[src/rtl/sdpram_rr_arbiter.sv]
// Two-master round-robin arbiter in front of a simple dual-port RAM (write port A, registered read port B).
// Define SDPRAM_ARB_RAW_FWD_EN to forward same-cycle write data to a colliding read.
module sdpram_rr_arbiter #(
    parameter int AddrBusWidth = 32,
    parameter int DataBusWidth = 32
) (
    input  logic                    clk,
    input  logic                    rst_n,
    input  logic                    m0_req,
    input  logic                    m0_we,
    input  logic [AddrBusWidth-1:0] m0_addr,
    input  logic [DataBusWidth-1:0] m0_wdata,
    output logic                    m0_gnt,
    output logic                    m0_rvalid,
    output logic [DataBusWidth-1:0] m0_rdata,
    input  logic                    m1_req,
    input  logic                    m1_we,
    input  logic [AddrBusWidth-1:0] m1_addr,
    input  logic [DataBusWidth-1:0] m1_wdata,
    output logic                    m1_gnt,
    output logic                    m1_rvalid,
    output logic [DataBusWidth-1:0] m1_rdata,
    output logic                    ram_we_a,
    output logic [AddrBusWidth-1:0] ram_addr_a,
    output logic [DataBusWidth-1:0] ram_w_data_a,
    output logic                    ram_re_b,
    output logic [AddrBusWidth-1:0] ram_addr_b,
    input  logic [DataBusWidth-1:0] ram_r_data_b
);

    logic wr_c0, wr_c1, rd_c0, rd_c1;
    logic wr_g0, wr_g1, rd_g0, rd_g1;
    logic rr_wr, rr_rd;
    logic rd_pend, rd_owner;
    logic [DataBusWidth-1:0] resp_data;

    // Contenders are masked by reset so nothing is granted while rst_n is low.
    always_comb begin
        wr_c0 = rst_n & m0_req & m0_we;
        wr_c1 = rst_n & m1_req & m1_we;
        rd_c0 = rst_n & m0_req & ~m0_we;
        rd_c1 = rst_n & m1_req & ~m1_we;
        wr_g0 = wr_c0 & (~wr_c1 | ~rr_wr);
        wr_g1 = wr_c1 & (~wr_c0 | rr_wr);
        rd_g0 = rd_c0 & (~rd_c1 | ~rr_rd);
        rd_g1 = rd_c1 & (~rd_c0 | rr_rd);
    end

    assign m0_gnt = wr_g0 | rd_g0;
    assign m1_gnt = wr_g1 | rd_g1;

    always_comb begin
        ram_we_a     = wr_g0 | wr_g1;
        ram_addr_a   = '0;
        ram_w_data_a = '0;
        if (wr_g0) begin
            ram_addr_a   = m0_addr;
            ram_w_data_a = m0_wdata;
        end else if (wr_g1) begin
            ram_addr_a   = m1_addr;
            ram_w_data_a = m1_wdata;
        end
        ram_re_b   = rd_g0 | rd_g1;
        ram_addr_b = '0;
        if (rd_g0) begin
            ram_addr_b = m0_addr;
        end else if (rd_g1) begin
            ram_addr_b = m1_addr;
        end
    end

    // After each grant the pointer favours the master that just lost (or was idle).
    always_ff @(posedge clk or negedge rst_n) begin
        if (!rst_n) begin
            rr_wr    <= 1'b0;
            rr_rd    <= 1'b0;
            rd_pend  <= 1'b0;
            rd_owner <= 1'b0;
        end else begin
            if (wr_g0 | wr_g1) begin
                rr_wr <= wr_g0;
            end
            if (rd_g0 | rd_g1) begin
                rr_rd    <= rd_g0;
                rd_owner <= rd_g1;
            end
            rd_pend <= rd_g0 | rd_g1;
        end
    end

`ifdef SDPRAM_ARB_RAW_FWD_EN
    logic                    fwd;
    logic [DataBusWidth-1:0] fwd_data;

    always_ff @(posedge clk or negedge rst_n) begin
        if (!rst_n) begin
            fwd      <= 1'b0;
            fwd_data <= '0;
        end else begin
            fwd <= ram_we_a & ram_re_b & (ram_addr_a == ram_addr_b);
            if (ram_we_a & ram_re_b & (ram_addr_a == ram_addr_b)) begin
                fwd_data <= ram_w_data_a;
            end
        end
    end

    assign resp_data = fwd ? fwd_data : ram_r_data_b;
`else
    assign resp_data = ram_r_data_b;
`endif

    assign m0_rvalid = rd_pend & ~rd_owner;
    assign m1_rvalid = rd_pend & rd_owner;
    assign m0_rdata  = m0_rvalid ? resp_data : '0;
    assign m1_rdata  = m1_rvalid ? resp_data : '0;

endmodule

[config.mk]
export PLATFORM = sky130hd
export DESIGN_NAME = sdpram_rr_arbiter
export DESIGN_NICKNAME = d
export VERILOG_FILES = /design/src/rtl/sdpram_rr_arbiter.sv
export SDC_FILE = /design/constraint.sdc
export NUM_CORES = 1
export LEC_CHECK = 0
export ABC_CLOCK_PERIOD_IN_PS = 3050
export BUFFER_PORTS_ARGS = -buffer_cell sky130_fd_sc_hd__buf_4
export CAP_MARGIN = 10
export CORE_AREA = 10 10 120 122
export CTS_CLUSTER_DIAMETER = 30
export CTS_CLUSTER_SIZE = 12
export DETAILED_ROUTE_END_ITERATION = 10
export DIE_AREA = 0 0 130 132
export RECOVER_POWER = 25
export SLEW_MARGIN = 20
export SYNTH_ARGS = -nofsm -noshare
export SYNTH_HDL_FRONTEND = slang
export SYNTH_SLANG_ARGS = --single-unit
[constraint.sdc]
create_clock -name clk -period 3.05 [get_ports clk]
set_clock_uncertainty 0.05 [all_clocks]
set_input_delay 0.1525 -clock clk [delete_from_list [all_inputs] [get_ports clk]]
set_output_delay 0.1525 -clock clk [all_outputs]
set_load 0.01 [all_outputs]
==> flow_summary_export.csv, run 1 <==
group,metric,value,unit
worst_setup_path,critical_path_class,"input port to output port",
floorplan,pin_count,332,
finish,syn_to_final_growth,141,%
synth,synth_fp_nets,458,
detailed_routing,drc_errors,0,
detailed_routing,viasPerCell,4.78,
worst_setup_path,path_common_cell,"buf_4",
synth,synth_warnings,0,
global_routing,grt_pass1_wl,20700,um
sta,finalHoldViolCount,0,
sta,setup_violations,0,
finish,final_layout_size_suffix_gt1_frac,0.519,
detailed_routing,wl_per_cell,19.4,um
floorplan,fp.dieH,132,um
synth,synth-main-ff-cell,"dfrtp_1",
global_routing,grt.overflow.total,0,
detailed_routing,wl_met2,7100,um
run,maxCapViolCount,0,
detailed_routing,route.met3.wl,1780,um
clock_network,tritoncts,"done",
floorplan,initial_core_util,0.149,
finish,nFillCells,1288,
worst_setup_path,reg2reg_depth,3,
detailed_routing,highest_layer,"met4",
detailed_routing,drtPass1Iterations,4,
worst_setup_path,r2r-start,"rd_owner$_DFFE_PN0P_",
sta,worst-slew-pin-transition,1.15,ns
finish,mostFrequentLayoutCell,"buf_4",
worst_hold_path,hold_end,"rr_wr$_DFFE_PN0P_",
sta,fin_tns_setup,0,ns
floorplan,rows,40,
clock_network,cts_made_buffers,3,
clock_network,clockBufferDepth,2,
floorplan,die_area,17200,um^2
sta,min_period_over_period,0.723,
finish,antennaDiodeCount,0,
worst_hold_path,hold_class,"input port to register",
synth,ys_seq_elements,4,
synth,synthArstFlopShare,1.00,
synth,synthDistinctLibCells,23,
clock_network,cts_sinks,4,
synth,yosysSeqAreaShare,0.0563,
clock_network,cts_root_buffer,"clkbuf_16",
worst_setup_path,slowest_stage,"dlygate4sd3_1",
clock_network,cts_max_level,1,
sta,final_max_slew_viol_count,0,
worst_setup_path,arrival,2.00,ns
synth,syn-cell-area,1780,um^2
sta,grt_setup_unrepaired,"false",
finish,layout_common_cells,"buf_4, nand2_1, o22ai_1, clkbuf_1",
worst_setup_path,crit_path_max_fanout,42,
global_routing,grt_max_degree,43,
sta,fin_crit,2.20,ns
synth,synthCells,292,
synth,synth_edf_count,0,
worst_setup_path,critPathCaptureType,"output port",
synth,synth.avg_cell_area,6.09,um^2
clock_network,postCtsSetupRepairBufs,0,
global_routing,grt_usage,0.149,
power,p_per_area,208,nW/um^2
floorplan,fp.coreArea,11900,um^2
floorplan,die_w,130,um
outcome,status,"finished, final reports clean",
detailed_routing,final_antenna_net_count,0,
worst_setup_path,cpPeakStageDelay,0.54,ns
power,peakVddDrop,0.163,mV
detailed_routing,drtIter0Drc,131,
detailed_routing,finalWirelength,14500,um
power,leakage,0.00234,uW
sta,fmax,0.454,GHz
detailed_routing,vias,3566,
finish,nets,767,
sta,relSlewSlack,0.235,
worst_setup_path,crit_chain,"dlygate4sd3_1 > buf_4 > buf_4 > nand2_1 > o22ai_1 > buf_4",
detailed_routing,wl_met1,5320,um
worst_hold_path,min_path_cells,4,
clock_network,clkSlewWorstSetupHoldPaths,0.03,ns
clock_network,clk-insertion-delay-late,0.22,ns
worst_setup_path,r2r_end,"rd_owner$_DFFE_PN0P_",
placement,dp_hpwl,12200,um
worst_setup_path,rrSetupSlack,1.51,ns
worst_setup_path,start_kind,"input port",
worst_setup_path,cp.required,2.85,ns
worst_hold_path,hold_start,"m0_req",
placement,place.gp.congestion,0.878,
placement,io_buffers,331,
global_routing,grt_pass1_vias,3694,
global_routing,antenna_found_initial,0,
sta,hold-worst-slack,0.305,ns
==> per-stage QoR <==
stage	total power [uW]	instance area [um^2]	util	worst slack, ns	std cells
final	892	4280	0.359	0.845	746
after global placement	699	4320	0.363	1.21	742
after detailed placement	706	4320	0.363	1.13	742
after floorplan	330	1780	-	1.66	292
after global routing	956	4280	0.359	0.698	746
after CTS	917	4410	0.370	0.820	746
==> what timing repair did <==
item | CTS | global route
hold endpoints to repair | 4 | 0
resized for setup | 0 | 0
hold buffers | 1 | 0
==> synthesized netlist by cell type, types with 2 or more instances <==
master,instances,area [um^2]
a21oi_1,4,20.0
a22o_1,33,289
and2_1,35,219
and3_1,34,213
buf_1,4,15.0
buf_2,10,50.1
buf_6,6,67.6
clkbuf_1,17,63.8
dfrtp_1,4,100
nand2_1,67,251
nand2b_1,2,12.5
nor2_1,2,7.51
o22ai_1,64,400
==> cell families (layout without fill, tap and decap cells) <==
kind of cell | count (synthesis) | in the layout | share of synthesized area
compound gates | 106 | 106 | 0.418
flops | 4 | 4 | 0.0563
buf+inv | 37 | 344 | 0.110
simple gates | 145 | 145 | 0.415
==> registers in the layout, summed over array words and instances, names as in the netlist <==
register,count
rr_wr,1
rd_pend,1
rr_rd,1
rd_owner,1
==> layout make-up <==
type	instances	area, um^2	area share
repair buffers	341	2430	0.568
multi-input cells	251	1490	0.348
well taps	147	184	0.0430
flip-flops and latches	4	100	0.0234
clock buffers	3	75.1	0.0175
==> power by group <==
group / switching (uW) / internal, uW
Clock: 35.8 / 167
Sequential: 7.83 / 62.1
Combinational: 295 / 324
==> metal layers <==
metal,track usage,up-vias
met5,0,-
li1,-,1707
met1,0.155,1613
met3,0.0595,16
met4,0.0400,0
met2,0.266,230
==> worst max-delay path, delay by kind of cell <==
kind | cells | cell delay (ns)
and+or+nand+nor | 1 | 0.15
buffers and inverters | 4 | 1.46
AOI/OAI and AO/OA | 1 | 0.20
==> worst max-delay path by stage <==
stage | start | end | depth (start not counted)
2_1_floorplan | rr_wr$_DFFE_PN0P_ | ram_w_data_a[10] | 5
3_5_place_dp | rr_wr$_DFFE_PN0P_ | ram_addr_a[21] | 4
4_1_cts | rst_n | ram_addr_b[21] | 6
5_1_grt | rst_n | ram_addr_b[17] | 6
6_report | rst_n | ram_addr_b[14] | 6
3_3_place_gp | m0_we | m0_gnt | 5
Note: power is estimated with default switching activity, not from simulation.
==> inputs of run 2 (changes only) <==
ABC_CLOCK_PERIOD_IN_PS = 2300   (was 3050)
CORE_AREA = 10 10 121 123   (was 10 10 120 122)
DIE_AREA = 0 0 131 133   (was 0 0 130 132)
clock period = 2.3 ns   (was 3.05 ns; I/O delays follow)
==> run 2 against run 1 <==
First-iteration DRC count up 92%; power up 34%; design area up 2.4%; sequential share of layout area down 0.055 points; critical endpoint is now m1_rdata[7]; non-clock buffer count down 1; global-route usage about the same.
==> flow_summary_export.csv, run 2 (same netlist as run 1, synthesis figures left out) <==
group,metric,value,unit
outcome,status,"finished, final reports clean",
sta,min_period_over_period,0.894,
placement,dp_hpwl,12600,um
worst_setup_path,cpPeakStageDelay,0.86,ns
worst_setup_path,cp.required,2.13,ns
sta,worst-slew-pin-transition,1.17,ns
floorplan,fp.coreArea,12400,um^2
clock_network,tritoncts,"done",
run,maxCapViolCount,0,
sta,fin_crit,2.06,ns
floorplan,fp.dieH,133,um
sta,fin_tns_setup,0,ns
global_routing,antenna_found_initial,0,
placement,io_buffers,331,
global_routing,grt.overflow.total,0,
clock_network,clkSlewWorstSetupHoldPaths,0.03,ns
global_routing,grt_max_degree,67,
worst_setup_path,start_kind,"register",
detailed_routing,final_antenna_net_count,0,
worst_setup_path,arrival,1.89,ns
power,p_per_area,274,nW/um^2
global_routing,grt_pass1_vias,3566,
global_routing,grt_usage,0.148,
finish,mostFrequentLayoutCell,"buf_4",
finish,nets,766,
floorplan,die_area,17400,um^2
floorplan,initial_core_util,0.144,
worst_setup_path,crit_chain,"clkbuf_1 > and3_1 > clkbuf_1",
detailed_routing,drtIter0Drc,251,
power,total_power,1200,uW
floorplan,die_w,131,um
detailed_routing,finalWirelength,14900,um
worst_setup_path,critical_path_class,"register to output port",
worst_setup_path,slowest_stage,"clkbuf_1",
sta,setup_violations,0,
worst_setup_path,critPathCaptureType,"output port",
sta,relSlewSlack,0.220,
placement,dp_cells,766,
detailed_routing,drc_errors,0,
placement,place.gp.congestion,0.930,
floorplan,rows,41,
sta,grt_setup_unrepaired,"false",
detailed_routing,wl_per_cell,19.4,um
detailed_routing,drtPass1Iterations,4,
sta,fmax,0.486,GHz
sta,final_max_slew_viol_count,0,
sta,finalHoldViolCount,0,
clock_network,cts_max_level,1,
clock_network,postCtsSetupRepairBufs,0,
finish,final_layout_size_suffix_gt1_frac,0.555,
finish,antennaDiodeCount,0,
worst_hold_path,hold_class,"input port to register",
power,leakage,0.00242,uW
finish,final_cells,770,
global_routing,grt_pass1_wl,20700,um
worst_setup_path,crit_path_max_fanout,34,
finish,syn_to_final_growth,146,%
detailed_routing,viasPerCell,4.70,
finish,layout_common_cells,"buf_4, nand2_1, o22ai_1, and2_1, a22o_1",
clock_network,clockBufferDepth,2,
finish,utilization,0.354,
clock_network,clk-insertion-delay-late,0.22,ns
clock_network,cts_root_buffer,"clkbuf_16",
detailed_routing,vias,3620,
floorplan,pin_count,332,
power,peakVddDrop,0.180,mV
worst_setup_path,path_common_cell,"clkbuf_1",
clock_network,cts_made_buffers,3,
clock_network,cts_sinks,4,
run 2: changes by cell type in the layout (fill, tap and decap cells not counted):
cell / delta
and3_2: +2
and3_1: -2
clkbuf_1: -21
buf_4: +20
and2_0: +1
and2_1: -1
nand2_2: -1
nand2_1: +1
run 2: cell type report:
type | instances | area [um^2]
clock buffer | 3 | 75.1
fill | 1305 | 7980
multi-input combinational | 251 | 1490
sequential | 4 | 100
tap | 172 | 215
timing repair buffer | 340 | 2500
run 2: path summary, 6_finish.rpt:
check,from,end,slack (ns),cells after the start
worst max-delay path,rd_owner$_DFFE_PN0P_,m1_rdata[7],0.24,3
min in group asynchronous,rst_n,rd_pend$_DFF_PN0_,0.51,2
worst max register to register,rd_owner$_DFFE_PN0P_,rd_owner$_DFFE_PN0P_,0.74,3
max in group asynchronous,rst_n,rd_owner$_DFFE_PN0P_,1.49,2
worst min-delay path,rst_n,rd_owner$_DFFE_PN0P_,0.25,2
worst min register to register,rr_wr$_DFFE_PN0P_,rr_wr$_DFFE_PN0P_,0.50,2
run 2: where the power goes:
part / leakage (uW) / switching [uW] / internal [uW]
sequential: 0.0000487 / 10.8 / 82.4
clock: 0.0000370 / 50.6 / 222
combinational: 0.00234 / 391 / 441
total: 0.00242 / 453 / 746
run 2: per-layer routing:
| metal | GRT usage | routed length, um |
|---|---|---|
| met1 | 0.158 | 5450 |
| met2 | 0.268 | 7500 |
| met3 | 0.0543 | 1760 |
| met4 | 0.0334 | 234 |
| met5 | 0 | 0 |
run 2: repair_timing:
| action | in CTS | in global routing |
|---|---|---|
| endpoints found under the hold margin | 4 | 0 |
| hold buffers | 1 | 0 |
| resized for setup | 0 | 0 |
run 2: per-stage QoR:
step / hold WS, ns / instance area, um^2 / setup slack (ns)
5_1_grt: 0.296 / 4380 / 0.164
3_5_place_dp: -0.102 / 4350 / 0.339
4_1_cts: 0.0944 / 4430 / 0.0752
3_3_place_gp: -0.107 / 4350 / 0.439
6_report: 0.254 / 4380 / 0.244
2_1_floorplan: -0.231 / 1780 / 0.946
run 2: worst max-delay path, delay by kind of cell, from the launching register on:
kind	cells	cell delay (ns)
and+or+nand+nor	1	0.29
DFF	1	0.33
buffers and inverters	2	1.04
